[config.mk]
export PLATFORM = sky130hd
export DESIGN_NAME = module_bcd_binario
export DESIGN_NICKNAME = d
export VERILOG_FILES = /design/src/rtl/pkg_bcd.sv /design/src/rtl/module_mac10.sv /design/src/rtl/module_bcd_binario.sv
export SDC_FILE = /design/constraint.sdc
export NUM_CORES = 1
export LEC_CHECK = 0
export ABC_AREA = 1
export BUFFER_PORTS_ARGS = -buffer_cell sky130_fd_sc_hd__buf_2
export CORE_ASPECT_RATIO = 1.5
export CORE_MARGIN = 2
export CORE_UTILIZATION = 30
export CTS_BUF_LIST = sky130_fd_sc_hd__clkbuf_16
export CTS_CLUSTER_SIZE = 8
export DETAILED_ROUTE_END_ITERATION = 12
export PLACE_DENSITY = 0.56
export SYNTH_ARGS = -nofsm -noshare
export SYNTH_HDL_FRONTEND = slang
export SYNTH_SLANG_ARGS = --single-unit
[constraint.sdc]
create_clock -name clk -period 2.8 [get_ports clk]
set_clock_uncertainty 0.1 [all_clocks]
set_input_delay 0.14 -clock clk [delete_from_list [all_inputs] [get_ports clk]]
set_output_delay 0.14 -clock clk [all_outputs]
set_load 0.02 [all_outputs]
[src/rtl/pkg_bcd.sv]
// Shared types and constants for the 4-digit BCD to binary converter.
package pkg_bcd;

  localparam int unsigned NUM_DIGITOS = 4;
  localparam int unsigned BASE        = 10;
  localparam int unsigned ANCHO       = 16;
  localparam logic [3:0]  MAX_DIGITO  = 4'd9;

  typedef enum logic [1:0] {
    IDLE = 2'd0,
    ACUM = 2'd1,
    FIN  = 2'd2
  } estado_t;

endpackage

[src/rtl/module_mac10.sv]
// One Horner step: acc*10 + digit, using shifts instead of a multiplier.
module module_mac10
  import pkg_bcd::*;
(
  input  logic [ANCHO-1:0] i_acc,
  input  logic [3:0]       i_digito,
  output logic [ANCHO-1:0] o_resultado
);

  logic [ANCHO-1:0] w_x8;
  logic [ANCHO-1:0] w_x2;

  assign w_x8        = i_acc << 3;
  assign w_x2        = i_acc << 1;
  assign o_resultado = w_x8 + w_x2 + {12'd0, i_digito};

endmodule

[src/rtl/module_bcd_binario.sv]
// Converts a latched 4-digit BCD number to binary, one digit per clock
// (most significant first); flags any digit above 9 and forces a zero result.
module module_bcd_binario #(
  parameter int unsigned NUM_DIGITOS = pkg_bcd::NUM_DIGITOS
) (
  input  logic        clk,
  input  logic        rst,
  input  logic        inicio,
  input  logic [3:0]  millares_input,
  input  logic [3:0]  centenas_input,
  input  logic [3:0]  decenas_input,
  input  logic [3:0]  unidades_input,
  output logic [15:0] numero_output,
  output logic        listo,
  output logic        error
);

  localparam int unsigned IDX_W  = 2;
  localparam logic [IDX_W-1:0] ULTIMO = IDX_W'(NUM_DIGITOS - 1);

  pkg_bcd::estado_t r_estado;
  pkg_bcd::estado_t w_estado_sig;

  logic [15:0]      r_acc;
  logic [IDX_W-1:0] r_idx;
  logic [3:0]       r_digitos [NUM_DIGITOS];
  logic             r_err_acum;

  logic        w_cargar;
  logic        w_paso;
  logic        w_final;
  logic [3:0]  w_digito;
  logic        w_digito_inv;
  logic        w_err_total;
  logic [15:0] w_mac;

  assign w_digito     = r_digitos[r_idx];
  assign w_digito_inv = (w_digito > pkg_bcd::MAX_DIGITO);
  assign w_err_total  = r_err_acum | w_digito_inv;

  module_mac10 u_mac10 (
    .i_acc       (r_acc),
    .i_digito    (w_digito),
    .o_resultado (w_mac)
  );

  // Next-state and control strobes; a start is only accepted outside ACUM.
  always_comb begin
    w_estado_sig = r_estado;
    w_cargar     = 1'b0;
    w_paso       = 1'b0;
    w_final      = 1'b0;
    case (r_estado)
      pkg_bcd::IDLE, pkg_bcd::FIN: begin
        if (inicio) begin
          w_cargar     = 1'b1;
          w_estado_sig = pkg_bcd::ACUM;
        end
      end
      pkg_bcd::ACUM: begin
        w_paso = 1'b1;
        if (r_idx == ULTIMO) begin
          w_final      = 1'b1;
          w_estado_sig = pkg_bcd::FIN;
        end
      end
      default: w_estado_sig = pkg_bcd::IDLE;
    endcase
  end

  // State, datapath and registered outputs; reset wins over everything.
  always_ff @(posedge clk) begin
    if (rst) begin
      r_estado      <= pkg_bcd::IDLE;
      r_acc         <= '0;
      r_idx         <= '0;
      r_err_acum    <= 1'b0;
      numero_output <= '0;
      listo         <= 1'b0;
      error         <= 1'b0;
      for (int i = 0; i < int'(NUM_DIGITOS); i++) r_digitos[i] <= '0;
    end else begin
      r_estado <= w_estado_sig;
      if (w_cargar) begin
        r_digitos[0] <= millares_input;
        r_digitos[1] <= centenas_input;
        r_digitos[2] <= decenas_input;
        r_digitos[3] <= unidades_input;
        r_acc        <= '0;
        r_idx        <= '0;
        r_err_acum   <= 1'b0;
        listo        <= 1'b0;
        error        <= 1'b0;
      end else if (w_paso) begin
        r_acc      <= w_mac;
        r_idx      <= IDX_W'(r_idx + IDX_W'(1));
        r_err_acum <= w_err_total;
        if (w_final) begin
          listo         <= 1'b1;
          error         <= w_err_total;
          numero_output <= w_err_total ? 16'd0 : w_mac;
        end
      end
    end
  end

endmodule

==> results of run 1 <==
==> worst min-delay path: stages <==
cell    delay, ps
buf_2          70
inv_1          30
nor2_1         80
==> repair_timing <==
item,4_1_cts,5_1_grt
setup buffers,0,1
hold buffers,0,0
setup endpoints to repair,6,13
gates resized for setup,4,9
pin swaps,0,3
==> final timing paths <==
path | to | depth (start not counted) | startpoint
hold / removal | r_digitos[2][3]$_SDFFCE_PN0P_ | 3 | decenas_input[3]
setup / recovery | r_acc[8]$_SDFFE_PP0P_ | 17 | register
setup reg to reg | r_acc[8]$_SDFFE_PP0P_ | 17 | register
hold reg to reg | numero_output[8]$_SDFFE_PP0P_ | 2 | numero_output[8]$_SDFFE_PP0P_
==> power by group <==
group | switching, mW | total, mW | internal, mW | leakage [nW]
Combinational | 0.233 | 0.375 | 0.142 | 1.40
Clock | 0.298 | 0.629 | 0.331 | 0.0736
Sequential | 0.0304 | 0.912 | 0.881 | 0.498
==> cells by family (layout without fill, tap and decap cells) <==
family | count (synthesis) | in the layout | share of synthesized area [%]
and+or+nand+nor | 196 | 196 | 26.50
xor gates and xnor gates | 8 | 8 | 2.163
adders and majority gates | 29 | 29 | 11.66
buffers and inverters | 79 | 120 | 10.04
DFF | 56 | 56 | 39.55
AOI/OAI and AO/OA | 54 | 54 | 10.08
==> synthesized netlist by cell type, drive strengths merged (4+ instances only) <==
| library cell | instances |
|---|---|
| inv | 69 |
| buf | 4 |
| o21ai | 17 |
| a21oi | 29 |
| xor2 | 6 |
| clkbuf | 6 |
| nand2 | 110 |
| dfxtp | 40 |
| edfxtp | 16 |
| nand3 | 22 |
| nor2 | 56 |
| ha | 27 |
==> stage by stage <==
stage | hold slack (ps) | std cells
after CTS | 26.30 | 606
final | 31.15 | 607
after global routing | 40.32 | 607
after detailed placement | 338.5 | 598
after global placement | 335.0 | 598
after floorplan | 226.4 | 422
==> final cells by class <==
class	instances	area share [%]
multi-input combinational	287	44.35
timing repair buffer	43	6.443
inverter	69	6.936
tap	144	4.734
clock inverter	3	0.4931
clock buffer	5	3.287
sequential	56	33.76
==> metal layers <==
| layer | track usage (%) | wire [um] | share of wire [%] | vias up |
|---|---|---|---|---|
| met5 | 0 | 0 | 0 | - |
| met4 | 5.303 | 149 | 2.0 | 0 |
| met3 | 2.513 | 210 | 2.8 | 9 |
| met2 | 25.87 | 4128 | 56 | 34 |
| met1 | 14.37 | 2881 | 39 | 1170 |
| li1 | - | - | - | 1410 |
==> flip-flops by register name, summed over array words and instances (netlist names), named ones only <==
| signal | flops |
|---|---|
| error | 1 |
| r_digitos | 16 |
| r_idx | 2 |
| r_err_acum | 1 |
| numero_output | 16 |
| r_acc | 15 |
| listo | 1 |
| r_estado | 2 |
==> metrics.yaml, run 1 <==
logic_synthesis:
  synth_cells: 422
  yosysTopAreaCell: "dfxtp_1"
  syn_area_per_cell_um2: 7.676
  async_flop_share_pct: 0
  ys_top_cells_by_area: "dfxtp_1 25%, edfxtp_1 15%, nand2_1 11%, ha_1 10%, inv_1 7.8%"
  yosysSeqAreaShare_pct: 39.55
  synth_nets: 470
  ys_warn_count: 0
  syn_area_um2: 3239
  yosysUniqueCellTypes: 34
  synth_edf_count: 16
  ys_seq_elements: 56
  synth_ff_type: "dfxtp_1"
  yosysTopAreaCellShare_pct: 24.72
run_status:
  outcome: "finished, final reports clean"
global_route:
  antenna_found_initial: 0
  grt_pass1_vias: 2625
  grt_overflow: 0
  grtUsageTotal_pct: 13.75
  grt_pass1_wl_um: 12340
  grt_max_degree: 21
clocking:
  clk_pin_slew_ps: 70
  cts_tree: "yes"
  cts-buffers-inserted: 5
  clkSinkCount: 56
  clock_latency_ps: 300
  cts_root_buf: "clkbuf_16"
  h-tree-depth: 2
  cts_buffer_depth: 2
place:
  dp_slack_ps: -90.58
  hpwlAfterDp_um: 5601
  place_congestion: 0.8405
  post_dp_cell_area_um2: 3593
  portBuffers: 36
worst_hold_path:
  hold_path_class: "in -> reg"
final_layout:
  layout-drive-gt1-share_pct: 19.44
  multi_input_area_um2: 1688
  regArea_um2: 1285
  final_util_pct: 36.14
  diodes: 0
  final_common_cell: "nand2_1"
  nets: 510
  final_cell_mix: "94 x nand2_1, 67 x inv_1, 54 x nor2_1"
  area_growth_pct: 17.50
  n_fill_cell: 1106
  final_cell_area_um2: 3806
detailed_routing:
  drt-vias-per-instance: 4.321
  drt_first_pass_iters: 4
  route.vias.total: 2623
  ant_nets: 0
  drc: 0
  wirelength_um: 7369
  routedWlPerCell_um: 12.14
  drt_iter0_markers: 96
setup_path:
  worstPathCellList: "inv_6 -> nand2_1 -> nand3_1 -> and2_4 -> inv_1 -> fa_1 -> inv_1 -> fa_2 -> nand3_2 -> nand3_4 -> nand2_2 -> nand2_1 -> or2_4 -> nand3_1 -> nand2_1 -> nand2_1 -> inv_1"
  rrSetupSlack_ps: 170
  crit_path_top_delay_cell: "fa_1"
  path_buf_inv: 4
  crit_arrival_ps: 2730
  cp-start-kind: "register"
  cp_slowest_stage_delay_ps: 470
  crit_family: "simple AND/OR/NAND/NOR gates"
  crit_required_ps: 2900
  worst-setup-path-type: "reg -> reg"
  path_common_cell: "nand2_1"
  critPathMaxFanout: 8
  end_kind: "register"
sta:
  rsz0062_at_grt: "false"
  max_slew_margin_pct: 39.22
  maxSlewViolCount: 0
  tns_ps: 0
  max_freq_mhz: 380.3
  finalCritPeriodShare_pct: 93.90
  min_period_ps: 2629
  setup_slack_ps: 170.8
  tightest_slew_ps: 911.7
  setup_violations: 0
  hold_violations: 0
power_and_ir_drop:
  power.total_mw: 1.916
  max-vdd-ir-drop_mv: 0.2837
  total_leakage_power_nw: 1.970
  powerDensity_nw_per_um2: 503.3
floorplan:
  die_area_um2: 11660
  start_util_pct: 30.76
  core_um2: 10530
  row_count: 46
  die_x_um: 88.85
  die_y_um: 131.3
  pin_count: 37
run:
  cap_viol_max_count: 0
Power figures use the tool's default switching activity.
==> inputs of run 2 (changes only) <==
RECOVER_POWER = 25   (was not set)
==> metrics.yaml, run 2 (synthesis gave the netlist of run 1 again) <==
setup_path:
  cp-start-kind: "register"
  rrSetupSlack_ps: 170  # about the same
  crit_required_ps: 2900  # about the same
  critPathMaxFanout: 8  # unchanged
  worst-setup-path-type: "reg -> reg"
  reg2reg_depth: 17  # unchanged
  crit_arrival_ps: 2740  # about the same
  end_kind: "register"
  r2r-end: "r_acc[8]$_SDFFE_PP0P_"
sta:
  rsz0062_at_grt: "false"
  max_freq_mhz: 380.0  # about the same
  finalCritPeriodShare_pct: 93.99  # about the same
  setup_violations: 0  # unchanged
  hold_violations: 0  # unchanged
  tightest_slew_ps: 925.7  # +13.96 ps
  max_slew_margin_pct: 38.29  # -0.93 points
  min_period_ps: 2632  # +2.436 ps
  maxSlewViolCount: 0  # unchanged
final_layout:
  largest_registers: "numero_output: 16 flops, r_digitos: 16 flops, r_acc: 15 flops"
  diodes: 0  # unchanged
  fin_cells: 607  # unchanged
  final_util_pct: 35.92  # -0.21 points
  area_growth_pct: 16.80
  layout-drive-gt1-share_pct: 15.33  # -4.1 points
  final_common_cell: "nand2_1"
  nets: 510  # unchanged
  final_cell_mix: "94 x nand2_1, 68 x inv_1, 54 x nor2_1"
worst_hold_path:
  whs_path_depth: 3  # unchanged
  hold_start: "decenas_input[3]"
  hold_end: "r_digitos[2][3]$_SDFFCE_PN0P_"
  hold_path_class: "in -> reg"
floorplan:
  die_area_um2: 11660  # unchanged
  row_count: 46  # unchanged
  die_x_um: 88.85  # unchanged
  start_util_pct: 30.76  # unchanged
  pin_count: 37  # unchanged
  die_y_um: 131.3  # unchanged
  core_um2: 10530  # unchanged
run:
  cap_viol_max_count: 0  # unchanged
power_and_ir_drop:
  internal-power_mw: 1.354  # about the same
  powerDensity_nw_per_um2: 506.4  # +0.62%
  total_leakage_power_nw: 1.891  # -4.0%
  p_clk_share_pct: 32.9  # about the same
  combPwrFrac_pct: 19.5  # about the same
  power_switching_mw: 0.5621  # +0.13%
  swShare_pct: 29.34  # +0.033 points
  pwr-share-seq_pct: 47.6  # about the same
  max-vdd-ir-drop_mv: 0.2840  # about the same
place:
  portBuffers: 36  # unchanged
  placedCellCount: 598  # unchanged
  hpwlAfterDp_um: 5601  # unchanged
  place_congestion: 0.8405  # unchanged
clocking:
  h-tree-depth: 2  # unchanged
  clock_latency_ps: 300  # about the same
  cts_buffer_depth: 2  # unchanged
  cts_tree: "yes"
  clkSinkCount: 56  # unchanged
  clk_pin_slew_ps: 70  # about the same
  cts-buffers-inserted: 5  # unchanged
  cts_root_buf: "clkbuf_16"
global_route:
  grt_pass1_wl_um: 12340  # unchanged
  antenna_found_initial: 0  # unchanged
  grt.busiest_layer: "met2"
  grt_pass1_vias: 2625  # unchanged
  grt_max_degree: 21  # unchanged
  grt_overflow: 0  # unchanged
  met2_usage_pct: 25.87  # unchanged
  met3_usage_pct: 2.513  # unchanged
  grtUsageTotal_pct: 13.75  # unchanged
  met1_usage_pct: 14.37  # unchanged
detailed_routing:
  route.vias.total: 2624  # +0.038%
  drc: 0  # unchanged
  ant_nets: 0  # unchanged
  routedWlPerCell_um: 12.16  # +0.19%
  drt_first_pass_iters: 4  # unchanged
  drt_iter0_markers: 103  # +7.3%
  wirelength_um: 7383  # +0.19%
  drt-vias-per-instance: 4.323  # about the same
run_status:
  outcome: "finished, final reports clean"
run 2: how the worst max path moves through the flow:
| stage | endpoint |
|---|---|
| floorplan | r_acc[8]$_SDFFE_PP0P_ |
| global placement | r_acc[8]$_SDFFE_PP0P_ |
| detailed placement | r_acc[8]$_SDFFE_PP0P_ |
| CTS | r_acc[8]$_SDFFE_PP0P_ |
| global route | r_acc[8]$_SDFFE_PP0P_ |
| finish | r_acc[8]$_SDFFE_PP0P_ |
run 2: metrics by stage:
stage / TNS, ps / setup slack [ps] / hold slack, ps / area (um2) / total power [mW]
after CTS: 0 / 34.10 / 26.30 / 3749 / 1.925
after detailed placement: -176.7 / -90.58 / 338.5 / 3593 / 1.292
after global routing: 0 / 13.72 / 40.32 / 3784 / 2.020
after floorplan: 0 / 18.04 / 226.4 / 3239 / 1.189
after global placement: 0 / 5.519 / 335.0 / 3593 / 1.281
final: 0 / 168.3 / 30.61 / 3784 / 1.916
run 2: power by group through the flow:
stage	registers, mW	logic (mW)	clock network (mW)
5_1_grt	0.916	0.427	0.677
3_3_place_gp	0.929	0.352	0
2_1_floorplan	0.918	0.271	0
3_5_place_dp	0.930	0.362	0
4_1_cts	0.912	0.364	0.650
6_report	0.911	0.374	0.630
run 2: area by class of cell:
type,instances,area [um2]
clock buffers,5,125.1
clock inverters,3,18.77
fillers,1116,6749
inverters,69,264.0
multi-input cells,287,1688
flip-flops and latches,56,1285
well taps,144,180.2
repair buffers,43,222.7
run 2: repair_timing:
action / in CTS / in global routing
pin swaps: 0 / 3
setup endpoints to repair: 6 / 13
hold buffers: 0 / 0
resized for setup: 4 / 9
setup buffers: 0 / 1
run 2: layer usage:
| metal | share of wire (%) | vias up |
|---|---|---|
| li1 | - | 1409 |
| met1 | 39 | 1170 |
| met2 | 56 | 36 |
| met3 | 3.3 | 9 |
| met4 | 2.0 | 0 |
| met5 | 0 | - |
run 2: worst max-delay path, cell delays in order (launching register included):
cell and delay, ps:
dfxtp_4 380, inv_6 80, nand2_1 60, nand3_1 70
and2_4 160, inv_1 50, fa_1 470, inv_1 60
fa_2 350, nand3_2 110, nand3_4 90, nand2_2 60
nand2_1 60, or2_4 230, nand3_1 60, nand2_1 50
nand2_1 50, inv_1 40
==> inputs of run 3 (changes only) <==
PLACE_DENSITY = not set   (was 0.56)
PLACE_DENSITY_LB_ADDON = 0.25   (was not set)
==> metrics.yaml, run 3 (synthesis gave the netlist of run 1 again) <==
detailed_routing:
  drt-vias-per-instance: 4.380  # +1.3%
  drt_first_pass_iters: 6  # +2
  drc: 0  # unchanged
  routedWlPerCell_um: 12.18  # +0.18%
  drt_iter0_markers: 107  # +3.9%
  route.vias.total: 2676  # +2.0%
  wirelength_um: 7445  # +0.84%
  ant_nets: 0  # unchanged
sta:
  setup_slack_ps: 174.8  # +6.480 ps
  max_freq_mhz: 380.9  # +0.25%
  finalCritPeriodShare_pct: 93.76  # -0.23 points
  tightest_slew_ps: 666.1  # -259.6 ps
  min_period_ps: 2625  # -6.480 ps
  maxSlewViolCount: 0  # unchanged
  hold_violations: 0  # unchanged
  max_slew_margin_pct: 55.55  # +17 points
  setup_violations: 0  # unchanged
setup_path:
  path_common_cell: "nand2_1"
  path_buf_inv: 4  # unchanged
  crit_path_top_delay_cell: "fa_2"
  worstPathCellList: "inv_6 -> buf_4 -> nand2_1 -> nand3_1 -> nand2_1 -> inv_1 -> ha_1 -> ha_4 -> fa_2 -> nand3_2 -> nand3_4 -> nand2_1 -> nand2_1 -> or2_2 -> nand3_1 -> nand2_1 -> nand2_1 -> inv_1"
  critPathMaxFanout: 8  # unchanged
  cp_slowest_stage_delay_ps: 400  # -70 ps
  crit_arrival_ps: 2730  # about the same
  r2r-end: "r_acc[8]$_SDFFE_PP0P_"
  worst-setup-path-type: "reg -> reg"
  cp-start-kind: "register"
  end_kind: "register"
  crit_required_ps: 2900  # about the same
  rrSetupSlack_ps: 170  # about the same
  crit_family: "simple AND/OR/NAND/NOR gates"
  reg2reg_depth: 18  # +1
power_and_ir_drop:
  power.total_mw: 1.997  # +4.2%
  swShare_pct: 27.58  # -1.8 points
  combPwrFrac_pct: 19.1  # -0.4 points
  p_clk_share_pct: 35.3  # +2.4 points
  total_leakage_power_nw: 1.921  # +1.6%
  power_switching_mw: 0.5507  # -2.0%
  pwr-share-seq_pct: 45.7  # -1.9 points
  internal-power_mw: 1.446  # +6.8%
  max-vdd-ir-drop_mv: 0.3250  # +14%
  powerDensity_nw_per_um2: 521.6  # +3.0%
floorplan:
  die_area_um2: 11660  # unchanged
  start_util_pct: 30.76  # unchanged
  pin_count: 37  # unchanged
  core_um2: 10530  # unchanged
  die_x_um: 88.85  # unchanged
  die_y_um: 131.3  # unchanged
  row_count: 46  # unchanged
worst_hold_path:
  hold_end: "r_digitos[3][3]$_SDFFCE_PN0P_"
  hold_start: "unidades_input[3]"
  hold_path_class: "in -> reg"
  whs_path_depth: 3  # unchanged
clocking:
  cts-buffers-inserted: 5  # unchanged
  cts_buffer_depth: 2  # unchanged
  clk_pin_slew_ps: 70  # about the same
  postCtsHoldBufs: 0  # unchanged
  clock_latency_ps: 290  # about the same
  cts_tree: "yes"
  cts_root_buf: "clkbuf_16"
  h-tree-depth: 2  # unchanged
  clkSinkCount: 56  # unchanged
final_layout:
  final_cell_mix: "95 x nand2_1, 69 x inv_1, 54 x nor2_1"
  final_cell_area_um2: 3829  # +1.2%
  final_util_pct: 36.35  # +0.43 points
  nets: 514  # +0.78%
  n_fill_cell: 1131  # +1.3%
  area_growth_pct: 18.19
  layout-drive-gt1-share_pct: 15.63  # +0.30 points
  largest_registers: "numero_output: 16 flops, r_digitos: 16 flops, r_acc: 15 flops"
  final_common_cell: "nand2_1"
  diodes: 0  # unchanged
run:
  cap_viol_max_count: 0  # unchanged
global_route:
  grt_pass1_wl_um: 12360  # +0.22%
  antenna_found_initial: 0  # unchanged
  grt_max_degree: 21  # unchanged
  grtUsageTotal_pct: 13.70  # -0.049 points
  grt_pass1_vias: 2648  # +0.88%
  grt_overflow: 0  # unchanged
place:
  portBuffers: 36  # unchanged
  place_congestion: 0.8188  # -2.6%
  post_dp_cell_area_um2: 3608  # +0.42%
  dp_slack_ps: 7.801  # +98.39 ps
  hpwlAfterDp_um: 5717  # +2.1%
run_status:
  outcome: "finished, final reports clean"
## run 3: cell count changes in the layout (fill, tap and decap cells not counted)
cell,delta
buf_4,+4
bufinv_16,+1
clkinv_2,-1
clkinv_4,-1
inv_1,+1
nand2_1,+1
nand2_2,-1
or2_2,+1
or2_4,-1
## run 3: metal layers
layer,vias to the layer above,track usage (%),wire [um]
met1,1214,13.67,2795
met5,-,0,0
met3,8,2.450,228
met2,37,26.70,4280
met4,0,4.882,142
li1,1417,-,-
## run 3: area by class of cell
type / count / area, um2 / share of cell area [%]
inverters: 69 / 264.0 / 6.895
repair buffers: 47 / 252.7 / 6.601
clock inverters: 3 / 38.79 / 1.013
well taps: 144 / 180.2 / 4.706
multi-input cells: 287 / 1683 / 43.95
flip-flops and latches: 56 / 1285 / 33.56
clock buffers: 5 / 125.1 / 3.268
## run 3: through the flow
step	hold WS, ps	cells	setup TNS, ps
after CTS	28.73	608	0
after global placement	334.7	600	0
after global routing	37.62	611	-25.67
final	38.75	611	0
after detailed placement	338.9	600	0
after floorplan	226.4	422	0
## run 3: worst max path at each step
stage                        start               endpoint  slack (ps)  cells past startpoint
after floorplan           register  r_acc[8]$_SDFFE_PP0P_          20                     18
after global placement    register  r_acc[8]$_SDFFE_PP0P_          40                     16
after detailed placement  register  r_acc[8]$_SDFFE_PP0P_           8                     16
after CTS                 register  r_acc[8]$_SDFFE_PP0P_          10                     16
after global routing      register  r_acc[8]$_SDFFE_PP0P_         -30                     18
final                     register  r_acc[8]$_SDFFE_PP0P_         170                     18
## run 3: power by group through the flow
stage	Sequential [mW]	Combinational [mW]	Clock, mW
after floorplan	0.918	0.271	0
after global placement	0.930	0.357	0
after detailed placement	0.930	0.365	0
after CTS	0.912	0.367	0.729
after global routing	0.916	0.432	0.751
final	0.912	0.381	0.704
## run 3: worst reg2reg max path: stages, from the launching register on
cell     delay [ps]
dfxtp_4         380
inv_6            50
buf_4           120
nand2_1          50
nand3_1          80
nand2_1         110
inv_1            50
ha_1            200
ha_4            180
fa_2            400
nand3_2         110
nand3_4          80
nand2_1          70
nand2_1          60
or2_2           290
nand3_1          70
nand2_1          50
nand2_1          50
inv_1            30
## run 3: timing repair
item	in CTS	in global routing
pin swaps	0	3
resized for setup	1	10
setup buffers	0	3
endpoints found under the setup margin	1	14
